File: config.mk
export PLATFORM = sky130hd
export DESIGN_NAME = cont_updown_modn
export DESIGN_NICKNAME = d
export VERILOG_FILES = /design/src/rtl/cont_updown_modn.sv
export SDC_FILE = /design/constraint.sdc
export NUM_CORES = 1
export LEC_CHECK = 0
export BUFFER_PORTS_ARGS = -buffer_cell sky130_fd_sc_hd__buf_2
export CAP_MARGIN = 30
export CORE_AREA = 4 4 41 43
export CTS_CLUSTER_SIZE = 20
export DETAILED_ROUTE_END_ITERATION = 12
export DIE_AREA = 0 0 45 47
export PLACE_DENSITY_LB_ADDON = 0.25
export SLEW_MARGIN = 20
export SYNTH_ARGS = -nofsm -noshare
export SYNTH_HDL_FRONTEND = slang
export SYNTH_SLANG_ARGS = --single-unit
export TNS_END_PERCENT = 10
File: constraint.sdc
create_clock -name Clk -period 1.49 [get_ports Clk]
set_clock_uncertainty 0.1 [all_clocks]
set_input_delay 0.0745 -clock Clk [delete_from_list [all_inputs] [get_ports Clk]]
set_output_delay 0.0745 -clock Clk [all_outputs]
set_load 0.03 [all_outputs]
File: src/rtl/cont_updown_modn.sv
// Up/down modulo-MODULUS counter with preset, clamped parallel load, wrap or saturate mode,
// boundary flags and a registered one-cycle terminal-count pulse on every wrap.
module cont_updown_modn #(
  parameter int WIDTH      = 4,
  parameter int MODULUS    = 10,
  parameter int PRESET_VAL = 2
) (
  input  logic             Clk,
  input  logic             Rst_n,
  input  logic             Preset,
  input  logic             Load,
  input  logic [WIDTH-1:0] LoadVal,
  input  logic             En,
  input  logic             Y,
  input  logic             Sat,
  output logic [WIDTH-1:0] Q,
  output logic             AtMax,
  output logic             AtMin,
  output logic             Tc
);

  localparam logic [WIDTH-1:0] MAX_VAL  = WIDTH'(MODULUS - 1);
  localparam logic [WIDTH-1:0] PRESET_Q = WIDTH'(PRESET_VAL);

  if (WIDTH < 1 || WIDTH > 30) begin : g_bad_width
    $error("cont_updown_modn: WIDTH must be in 1..30");
  end
  if (MODULUS < 2 || MODULUS > (1 << WIDTH)) begin : g_bad_modulus
    $error("cont_updown_modn: MODULUS must be in 2..2**WIDTH");
  end
  if (PRESET_VAL < 0 || PRESET_VAL >= MODULUS) begin : g_bad_preset
    $error("cont_updown_modn: PRESET_VAL must be in 0..MODULUS-1");
  end

  logic [WIDTH-1:0] count_q, count_d;
  logic             tc_q, tc_d;

  // Bounds are tested against MAX_VAL, so a full 2**WIDTH range still wraps
  // through the explicit compare rather than relying on arithmetic overflow.
  always_comb begin
    count_d = count_q;
    tc_d    = 1'b0;
    if (Preset) begin
      count_d = PRESET_Q;
    end else if (Load) begin
      count_d = (LoadVal > MAX_VAL) ? MAX_VAL : LoadVal;
    end else if (En) begin
      if (Y) begin
        if (count_q == MAX_VAL) begin
          if (!Sat) begin
            count_d = '0;
            tc_d    = 1'b1;
          end
        end else begin
          count_d = count_q + WIDTH'(1);
        end
      end else begin
        if (count_q == '0) begin
          if (!Sat) begin
            count_d = MAX_VAL;
            tc_d    = 1'b1;
          end
        end else begin
          count_d = count_q - WIDTH'(1);
        end
      end
    end
  end

  always_ff @(posedge Clk or negedge Rst_n) begin
    if (!Rst_n) begin
      count_q <= '0;
      tc_q    <= 1'b0;
    end else begin
      count_q <= count_d;
      tc_q    <= tc_d;
    end
  end

  assign Q     = count_q;
  assign Tc    = tc_q;
  assign AtMax = (count_q == MAX_VAL);
  assign AtMin = (count_q == '0);

endmodule

# == Yosys cells after proc, flatten, opt, wreduce, memory -nomap -nowiden ==
# Index checks and enable logic that the tools add are counted.
# totals
reg_bits,5
latch_bits,0
ram_bits,0
rom_bits,0
inputBits,11
out_inout_bits,7
word_cells,27
memories,0
# op_classes
add_sub_neg,2
mul,0
div,0
n_lt_le_gt_ge,1
eq_ne,3
n_shift,0
n_mux,16
bitwise_logic,0
n_reduce_logical,3
# op_table
op,count
4-bit 2-to-1 mux,9
5-bit != test (second input constant),2
1-bit 2-to-1 mux,7
4-bit by 1-bit adder with 4-bit output (second input constant),1
4-bit == test (second input constant),1
4-bit greater-than comparator (second input constant),1
4-bit logical NOT,1
4-bit by 1-bit subtractor with 4-bit output (second input constant),1
3-bit AND reduction,1
3-bit nonzero test,1

# == Longest topological paths before layout ==
# depth
ltp_word,6
depth_mapped,5
depth_no_buf,4

# == Least setup slack after synthesis ==
# Ideal clock, no wire load.
# synth_path
path_kind,register to register
start,register count_q[2] (netlist: Q[2])
end,register tc_q (netlist: Tc)
setup_time_ns,0.105
t_arrival_ns,1.780
required_time_ns,1.285
path_slack_ns,-0.495
path_stages_with_launch,5
path_buffers,1
synth_period_minus_slack_ns,1.985
cell_sequence,dfrtp_1 -> buf_2 -> nor4_2 -> mux2i_1 -> nor4b_1
# synth_via
elab_chain_len,6
word_cells_on_any_way,8
classes_between,1 x eq/ne; 6 x mux; 1 x reduce/logical
# synth_lines
element,line_no,text
start: declaration,35,"logic [WIDTH-1:0] count_q, count_d;"
start signal: assignment,75,count_q <= count_d;
4-bit logical NOT,n/a,
via AtMin,18,"output logic AtMin,"
1-bit 2-to-1 mux,58,if (count_q == '0) begin
1-bit 2-to-1 mux,48,if (Y) begin
1-bit 2-to-1 mux,47,end else if (En) begin
1-bit 2-to-1 mux,45,end else if (Load) begin
1-bit 2-to-1 mux,43,if (Preset) begin
via tc_d,36,"logic tc_q, tc_d;"
end signal: assignment,76,tc_q <= tc_d;
end: declaration,36,
# The timed path passes the listed nets, and every way through them passes these cells.
# A chain may end at the register's enable or synchronous reset.

# == Final worst setup path ==
# layout_path
start,register count_q[2] (netlist: Q[2])
end,output port AtMax
# layout_via
elab_chain_len,1
# layout_lines
element,line_no,text
4-bit == test,82,assign AtMax = (count_q == MAX_VAL);
end: declaration,17,"output logic AtMax,"
# Every way passes these cells.

==> run metrics <==
status=finished, violations left; failing checks=setup timing; wire length of the first global-routing pass=2440 um; transition time of the tightest slew-check pin=323 ps; master cell of the clock root buffer=sky130_fd_sc_hd__clkbuf_4; Worst Setup SP=Q[2]$_DFFE_PN0P_; net count after synthesis=69; category of the worst setup path launch point=flop; async set-reset flop share out of synthesis=1.00; post-placement cell count=89; path type of the worst setup path=reg2out; number of hold violations in the final report=0; worst slew margin relative to its limit=0.783; worst reg2reg path startpoint=Q[0]$_DFFE_PN0P_; crit path capture type=primary output; number of enable flip-flop cells after synthesis=0; Unique masters post-synth=34; Critical Path AT=1340 ps; later-pin clock latency in the skew report=250 ps; RSZ-0062 raised after global routing=yes; leading register cell type out of synthesis=sky130_fd_sc_hd__dfrtp_1; count of synthesis-stage warnings from yosys=0; full die area=0.00212 mm2; clk buf depth=2; I/O pin cnt=18; final layout net count=96; post-route DRC violation count=0; reported leakage power=0.343 nW; RePlAce Congestion=0.844; clock sinks=5; required time at the endpoint of the critical path=1320 ps; Vias=538; count of maximum capacitance violations=0; final max-slew violation count=0; Die Height=47 um; count of state elements after synthesis=5; post-layout min period=1520 ps; clock transition at the register clock pins on the worst setup and hold paths after CTS=50 ps; largest net degree at the start of global routing=11; R2R depth=4; HPWL after detailed placement=1060 um; H-tree level count=1; num rows=13; TritonCTS clock tree=built; CP endpoint=AtMax; setup slack of the most critical reg-to-reg path=-10 ps; Mapped Cells=58; Placement Setup Slack=-20.1 ps; via count normalized by instance count=5.43; Placeable Area=0.00130 mm2; Max Clock Freq=660 MHz; total routing resource utilization after global routing=0.162; Final setup violation count=3; number of diodes added for antenna fixing=0; 1st-iter DRT viols=6; area grow syn2layout=39.8%; routed wirelength normalized by instance count=15.7 um; average cell area after synthesis=9.17 um2; number of antenna violations at the first check in global routing=0; most common library cell in the layout ignoring fill and taps=sky130_fd_sc_hd__buf_2; number of standard cells in the final layout excluding fillers=99; destination of the worst register-to-register timing path=Q[1]$_DFFE_PN0P_; starting utilization of the core area=0.409; sequential area share after synthesis=0.235; Mapped Area=532 um2; path type of the worst min-delay path=in2reg; vias in the first global route=562; grt ovf=0; Peak supply drop=0.454 mV; remaining antenna violation count=0; final critical-path setup slack=-25.7 ps; fraction of layout cells with a size suffix above 1=0.500; top fanout value on the critical path=8; highest-count cells in the layout ignoring fill and taps=sky130_fd_sc_hd__buf_2 (16), sky130_fd_sc_hd__buf_4 (8), sky130_fd_sc_hd__nor2_1 (5); power per standard cell area=749 mW/mm2; total CTS buffers=3; total wire length after detailed routing=1550 um; horizontal die dimension=45 um; count of TritonRoute iterations in the first routing pass=2; crit share post-route=1.02; count of buffers inserted at the top-level ports=17
## kinds of logic after synthesis
group	share of synthesized area
buffers and inverters	0.111
AND/OR/NAND/NOR	0.339
multiplexers	0.0376
flip-flops	0.235
XOR/XNOR	0.0165
AO/OA/AOI/OAI	0.261
## sequential cells by signal (all words and copies together) (netlist names)
name / cells
Q: 4
Tc: 1
## Yosys cell counts, types with 2 or more instances
cell type                  n  area (um2)
sky130_fd_sc_hd__mux2i_1   2        20.0
sky130_fd_sc_hd__nor2b_1   4        25.0
sky130_fd_sc_hd__a211o_1   2        17.5
sky130_fd_sc_hd__nor2_1    5        18.8
sky130_fd_sc_hd__buf_6     3        33.8
sky130_fd_sc_hd__o21ai_0   3        15.0
sky130_fd_sc_hd__and3_1    2        12.5
sky130_fd_sc_hd__inv_1     4        15.0
sky130_fd_sc_hd__a211oi_1  2        15.0
sky130_fd_sc_hd__buf_2     2        10.0
sky130_fd_sc_hd__nor3_1    2        10.0
sky130_fd_sc_hd__dfrtp_1   5         125
## worst min path at each step
stage                     start                to  slack, ps  cells after the start
final                      Load      Tc$_DFF_PN0_         30                      2
after detailed placement  Rst_n  Q[2]$_DFFE_PN0P_       -200                      1
after global routing       Load      Tc$_DFF_PN0_         30                      2
after global placement    Rst_n  Q[2]$_DFFE_PN0P_       -200                      1
after CTS                  Load      Tc$_DFF_PN0_         10                      2
after floorplan           Rst_n  Q[0]$_DFFE_PN0P_       -320                      0
## per-layer routing
layer,track usage,wire length [um]
met5,0,0
met4,0.0760,27
met3,0.0536,77
met2,0.266,772
met1,0.191,673
## timing repair
item,4_1_cts,5_1_grt
gates resized for setup,6,4
pin swaps,4,1
hold endpoints to repair,7,0
endpoints found under the setup margin,5,6
buffers inserted,4,0
hold buffers,2,0
## cell type report
type | instances | area, um2
Fill cell | 119 | 558
Multi-Input combinational cell | 44 | 383
Timing Repair Buffer | 27 | 171
Sequential cell | 5 | 129
Clock buffer | 4 | 26.3
Tap cell | 15 | 18.8
Inverter | 4 | 15.0
## power breakdown
group / switching (mW) / leakage (nW) / internal (mW)
Clock: 0.0639 / 0.0150 / 0.102
Sequential: 0.0288 / 0.0601 / 0.147
Combinational: 0.116 / 0.268 / 0.0986
## through the flow
step | TNS, ps | power (mW) | instance area, um2 | utilization | hold WS (ps)
finish | -49.0 | 0.557 | 743 | 0.571 | 25.3
global route | -243 | 0.584 | 743 | 0.571 | 32.4
CTS | -1.81 | 0.550 | 722 | 0.555 | 13.8
detailed placement | -61.5 | 0.356 | 636 | 0.488 | -201
global placement | -3.44 | 0.353 | 636 | 0.488 | -203
floorplan | -500 | 0.302 | 546 | - | -321
## worst max-delay path: stages, from the launching register on
cell,delay [ps]
sky130_fd_sc_hd__dfrtp_1,480
sky130_fd_sc_hd__nor2_4,190
sky130_fd_sc_hd__and3_2,220
sky130_fd_sc_hd__buf_2,200
Note: power is estimated with default switching activity, not from simulation.
